$ cat config.mk
export PLATFORM = sky130hd
export DESIGN_NAME = rf_dump_engine
export DESIGN_NICKNAME = d
export VERILOG_FILES = /design/src/rtl/rf_dump_pkg.sv /design/src/rtl/word_serializer.sv /design/src/rtl/rf_dump_engine.sv
export SDC_FILE = /design/constraint.sdc
export NUM_CORES = 1
export LEC_CHECK = 0
export CAP_MARGIN = 20
export CORE_MARGIN = 4
export CORE_UTILIZATION = 50
export DETAILED_ROUTE_END_ITERATION = 8
export GPL_ROUTABILITY_DRIVEN = 0
export PLACE_DENSITY_LB_ADDON = 0.1
export SLEW_MARGIN = 20
export SYNTH_ARGS = -nofsm -noshare
export SYNTH_HDL_FRONTEND = slang
export SYNTH_SLANG_ARGS = --single-unit
$ cat constraint.sdc
create_clock -name clk -period 3.27 [get_ports clk]
set_input_delay 0.4905 -clock clk [delete_from_list [all_inputs] [get_ports clk]]
set_output_delay 0.4905 -clock clk [all_outputs]
set_load 0.05 [all_outputs]
$ cat src/rtl/rf_dump_pkg.sv
// Shared types and constants for the register-file dump engine.
package rf_dump_pkg;

    typedef enum logic [1:0] {
        S_IDLE,
        S_LOAD,
        S_SEND,
        S_FIN
    } state_t;

    localparam int CNT_W = 3;

    // Upper bits of the index byte that precedes each register's data.
    localparam logic [2:0] IDX_PREFIX = 3'b000;

endpackage

$ cat src/rtl/word_serializer.sv
// Holds one captured register word and presents it as a byte sequence,
// keeping the presented byte stable until the transmitter accepts it.
module word_serializer
    import rf_dump_pkg::*;
#(
    parameter int SEND_INDEX = 1
) (
    input  logic        clk,
    input  logic        rst,
    input  logic        load,
    input  logic        advance,
    input  logic        active,
    input  logic [4:0]  index,
    input  logic [31:0] din,
    output logic [7:0]  tx_data,
    output logic        last
);

    localparam logic [CNT_W-1:0] TERM = (SEND_INDEX != 0) ? 3'd4 : 3'd3;

    logic [31:0]      snap_q, snap_d;
    logic [CNT_W-1:0] cnt_q, cnt_d;
    logic [7:0]       byte_sel;

    assign last = (cnt_q == TERM);

    // The counter only moves on an accepted byte, so a stall holds tx_data.
    always_comb begin
        snap_d = snap_q;
        cnt_d  = cnt_q;
        if (load) begin
            snap_d = din;
            cnt_d  = '0;
        end else if (advance && !last) begin
            cnt_d = cnt_q + 1'b1;
        end
    end

    always_ff @(posedge clk or posedge rst) begin
        if (rst) begin
            snap_q <= '0;
            cnt_q  <= '0;
        end else begin
            snap_q <= snap_d;
            cnt_q  <= cnt_d;
        end
    end

    generate
        if (SEND_INDEX != 0) begin : g_with_index
            logic [CNT_W-1:0] data_idx;
            always_comb begin
                data_idx = cnt_q - 1'b1;
                byte_sel = snap_q[7:0];
                if (cnt_q == '0) begin
                    byte_sel = {IDX_PREFIX, index};
                end else begin
                    case (data_idx[1:0])
                        2'd0:    byte_sel = snap_q[7:0];
                        2'd1:    byte_sel = snap_q[15:8];
                        2'd2:    byte_sel = snap_q[23:16];
                        default: byte_sel = snap_q[31:24];
                    endcase
                end
            end
        end else begin : g_data_only
            always_comb begin
                case (cnt_q[1:0])
                    2'd0:    byte_sel = snap_q[7:0];
                    2'd1:    byte_sel = snap_q[15:8];
                    2'd2:    byte_sel = snap_q[23:16];
                    default: byte_sel = snap_q[31:24];
                endcase
            end
        end
    endgenerate

    assign tx_data = active ? byte_sel : 8'h00;

endmodule

$ cat src/rtl/rf_dump_engine.sv
// Walks the register file through its debug read port and streams every
// register out as bytes; legal NUM_REGS range is 1..32.
module rf_dump_engine
    import rf_dump_pkg::*;
#(
    parameter int NUM_REGS   = 32,
    parameter int SEND_INDEX = 1
) (
    input  logic        clk,
    input  logic        rst,
    input  logic        start,
    output logic [4:0]  addr,
    input  logic [31:0] dout_rf,
    output logic [7:0]  tx_data,
    output logic        tx_valid,
    input  logic        tx_ready,
    output logic        busy,
    output logic        done
);

    localparam logic [4:0] LAST_ADDR = 5'(NUM_REGS - 1);

    state_t     state_q, state_d;
    logic [4:0] addr_q, addr_d;
    logic       load;
    logic       xfer;
    logic       last;
    logic       sending;

    assign sending = (state_q == S_SEND);
    assign xfer    = sending && tx_ready;
    assign addr    = addr_q;

    always_comb begin
        state_d  = state_q;
        addr_d   = addr_q;
        load     = 1'b0;
        tx_valid = 1'b0;
        busy     = 1'b1;
        done     = 1'b0;
        case (state_q)
            S_IDLE: begin
                busy   = 1'b0;
                addr_d = '0;
                if (start) begin
                    state_d = S_LOAD;
                end
            end
            S_LOAD: begin
                load    = 1'b1;
                state_d = S_SEND;
            end
            S_SEND: begin
                tx_valid = 1'b1;
                if (tx_ready && last) begin
                    // Stop on the final register rather than letting addr wrap.
                    if (addr_q == LAST_ADDR) begin
                        state_d = S_FIN;
                    end else begin
                        addr_d  = addr_q + 1'b1;
                        state_d = S_LOAD;
                    end
                end
            end
            S_FIN: begin
                done    = 1'b1;
                state_d = S_IDLE;
            end
            default: begin
                busy    = 1'b0;
                state_d = S_IDLE;
            end
        endcase
    end

    always_ff @(posedge clk or posedge rst) begin
        if (rst) begin
            state_q <= S_IDLE;
            addr_q  <= '0;
        end else begin
            state_q <= state_d;
            addr_q  <= addr_d;
        end
    end

    word_serializer #(
        .SEND_INDEX(SEND_INDEX)
    ) u_ser (
        .clk    (clk),
        .rst    (rst),
        .load   (load),
        .advance(xfer),
        .active (sending),
        .index  (addr_q),
        .din    (dout_rf),
        .tx_data(tx_data),
        .last   (last)
    );

endmodule

==> results.md <==
Critical path
• worst reg2reg path endpoint: addr[3]$_DFFE_PP0P_
• worst endpoint data arrival time: 2.56 ns
• crit path cell chain: inv_1 -> ha_1 -> buf_4 -> a21oi_1 -> nand2_1 -> a32o_1 -> clkdlybuf4s50_1
• register-to-register path setup slack: 1.28 ns
• number of cells traversed by the worst register-to-register path: 6
• Crit Reg-Reg Startpoint: addr[0]$_DFFE_PP0P_
• kind of end point of the critical path: output port
• WS Path Type: flop to output port
• delay of the slowest cell on the worst path: 0.81 ns
• cell with the largest stage delay on the worst path: sky130_fd_sc_hd__clkdlybuf4s50_1
• peak fanout along the critical path: 9
• data required time of the critical path: 2.78 ns
• type of origin of the critical path: flop

Layout
• Total Nets Final: 280
• number of filler instances in the final layout: 294
• non-filler instance count after layout: 287
• end-of-flow core utilization: 69.0%
• Antenna Cells: 0
• layout cell share with drive strength beyond 1: 21.5%
• layout overhead on the synthesized area: 32.6%

STA
• time the worst path needs with I/O delays and setup: 3.05 ns
• final setup vio count: 0
• final worst-path setup slack: 0.223 ns
• final total negative setup slack: 0 ns
• unrepaired setup endpoints after global routing: no
• worst slew pin tran: 0.899 ns
• hold violation total from the final report: 0
• count of final max-slew check failures: 0
• post-route clock period utilization: 93.2%
• worst max-slew margin expressed relative to the limit: 40.0%
• Fin Clk Skew: 0.00634 ns
• Fmax achieved: 0.328 GHz

Floorplan
• area enclosed by the die boundary: 5330 um2
• Die Ht: 73.0 um
• die width: 73.0 um
• starting density of the core: 52.1%
• core region area: 4060 um2
• # rows: 23
• IO Pins: 52

Clock tree
• Post-CTS Resized: 0
• total setup buffers inserted after CTS: 0
• number of buffers on the longest clock path: 2
• Inserted Clock Buffers: 5
• clock net sink count: 42
• CTS tree: built
• clock tree root buffer cell: sky130_fd_sc_hd__clkbuf_8
• clock latency on the worst-skew pair: 0.29 ns
• clock slew at the register clock pins of the worst setup and hold paths: 0.08 ns
• CTS Hold Buffers Added: 0
• CTS H-tree lvls: 2

Logic synthesis
• Synth Area per Inst: 11.6 um2
• Post-Syn Area: 2110 um2
• number of flops mapped to enable cells by yosys: 0
• Cell variety after synth: 34
• FF+latch count, synth: 42
• most common library cells after synthesis: 42 x sky130_fd_sc_hd__dfrtp_1, 32 x sky130_fd_sc_hd__mux2_2, 15 x sky130_fd_sc_hd__nand2_1
• number of instances in the synthesized netlist: 182
• Warnings, synthesis: 0
• sequential-to-total area share from yosys stat: 49.7%
• share of the synthesized area in the top cell type: 49.7%
• library cell with the highest instance count after synthesis: sky130_fd_sc_hd__dfrtp_1
• flip-flop cell with the highest count after synthesis: sky130_fd_sc_hd__dfrtp_1
• Yosys top cell by area: sky130_fd_sc_hd__dfrtp_1
• post-synthesis net count: 226
• top area cells in the synthesized netlist: sky130_fd_sc_hd__dfrtp_1 50%, sky130_fd_sc_hd__mux2_2 17%, sky130_fd_sc_hd__ha_1 4.7%
• async set or reset register ratio after synthesis: 100%

Pwr
• peak supply drop: 558 uV
• leakage power of the design: 1.20 nW
• total power density per cell area: 832 nW/um2

Run status
• run status: finished, final reports clean

Global routing
• maximum number of pins on one net before global-route repair: 35
• total global routing track utilization: 20.2%
• GRT Residual Overflow: 0
• wire length of the first global-routing pass: 8.32 mm
• number of global-route vias before repair: 1,812
• antenna violations before repair: 0

Flow run
• maximum capacitance violations: 0

Hold path
• hold path cells: 1
• worst min-delay path class: flop to flop
• Min-Delay Startpoint: u_ser.snap_q[4]$_DFFE_PP0P_
• endpoint of the worst hold-timing path: u_ser.snap_q[4]$_DFFE_PP0P_

Placed design
• instance count after placement with tap cells included: 279
• IO Port Bufs: 51
• worst setup slack before clock tree synthesis: 0.548 ns
• half-perimeter wire length after placement: 3.65 mm

Detailed routing
• Iter 0 DRT Violations: 76
• Wirelength per Cell: 17.1 um
• total via count after detailed routing: 1,625
• DRC violations left: 0
• final wirelength: 4.90 mm
• count of antenna-violating nets left after detailed routing: 0
• number of vias per cell after detailed routing: 5.66
• first-pass detailed-route iteration total: 4

==> per-layer routing <==
metal | global-route usage [%] | wire length (um)
met4 | 6.56 | 52
met1 | 26.4 | 2210
met2 | 33.0 | 2360
met3 | 4.96 | 271
met5 | 0 | 0
==> cell families (layout without fill, tap and decap cells) <==
family	count (synthesis)	after routing	share of synthesized area (%)
buffers and inverters	18	73	3.55
AND/OR/NAND/NOR	46	46	12.4
multiplexers	33	33	17.5
adder cells (fa/ha/maj)	8	8	4.74
flip-flops	42	42	49.7
AO/OA/AOI/OAI	35	35	12.0
==> critical path: cells and delay by family (launching register included) <==
family / cells / cell delay [ns]
AO/OA/AOI/OAI: 2 / 0.23
flip-flops: 1 / 0.44
AND/OR/NAND/NOR: 1 / 0.08
adder cells (fa/ha/maj): 1 / 0.34
buffers and inverters: 3 / 1.17
==> where the power goes <==
group,switching (mW),internal (mW),total [mW]
Sequential,0.154,0.745,0.899
Combinational,0.532,0.491,1.02
Clock,0.181,0.229,0.410
==> per-stage QoR <==
step                      hold slack, ns  cell area (um2)  power, mW
after floorplan                    0.472             2110       1.62
after global placement             0.494             2690       1.90
after detailed placement           0.497             2690       1.94
after CTS                          0.517             2800       2.35
after global routing               0.532             2800       2.48
final                              0.517             2800       2.33
==> worst max-delay path by stage <==
stage	endpoint	cells after the start	startpoint	slack [ns]
5_1_grt	tx_data[2]	7	u_ser.cnt_q[0]$_DFFE_PP0P_	0.04
3_3_place_gp	tx_data[0]	5	state_q[1]$_DFFE_PP0P_	0.61
3_5_place_dp	tx_data[4]	7	u_ser.cnt_q[0]$_DFFE_PP0P_	0.55
4_1_cts	tx_data[4]	7	u_ser.cnt_q[0]$_DFFE_PP0P_	0.21
2_1_floorplan	tx_data[0]	4	state_q[0]$_DFFE_PP0P_	1.13
6_report	tx_data[4]	7	u_ser.cnt_q[1]$_DFFE_PP0P_	0.22
==> registers in the layout, indices dropped and copies added, names as in the netlist <==
register	cells
u_ser.snap_q	32
addr	5
u_ser.cnt_q	3
state_q	2
==> area by class of cell <==
class | instances | area, um2 | share of cell area (%)
clock inverter | 3 | 43.8 | 1.56
sequential | 42 | 1050 | 37.5
inverter | 8 | 30.0 | 1.07
timing repair buffer | 57 | 556 | 19.8
tap | 50 | 62.6 | 2.23
multi-input combinational | 122 | 990 | 35.3
clock buffer | 5 | 68.8 | 2.46
==> cells in the final DEF, fill, tap and decap left out, types with 2 or more instances in the layout <==
master	count
sky130_fd_sc_hd__clkdlybuf4s50_1	51
sky130_fd_sc_hd__dfrtp_1	42
sky130_fd_sc_hd__mux2_2	32
sky130_fd_sc_hd__nand2_1	15
sky130_fd_sc_hd__a21oi_1	9
sky130_fd_sc_hd__inv_1	8
sky130_fd_sc_hd__ha_1	8
sky130_fd_sc_hd__nand2b_1	6
sky130_fd_sc_hd__nand3_1	6
sky130_fd_sc_hd__buf_4	6
sky130_fd_sc_hd__a22oi_1	5
sky130_fd_sc_hd__a32o_1	5
sky130_fd_sc_hd__clkbuf_8	5
sky130_fd_sc_hd__o21ai_0	4
sky130_fd_sc_hd__and2_1	4
sky130_fd_sc_hd__a222oi_1	3
sky130_fd_sc_hd__nand4_1	3
sky130_fd_sc_hd__nor2_1	2
sky130_fd_sc_hd__a211oi_1	2
sky130_fd_sc_hd__nor4_1	2
(Power assumes the default switching activity.)
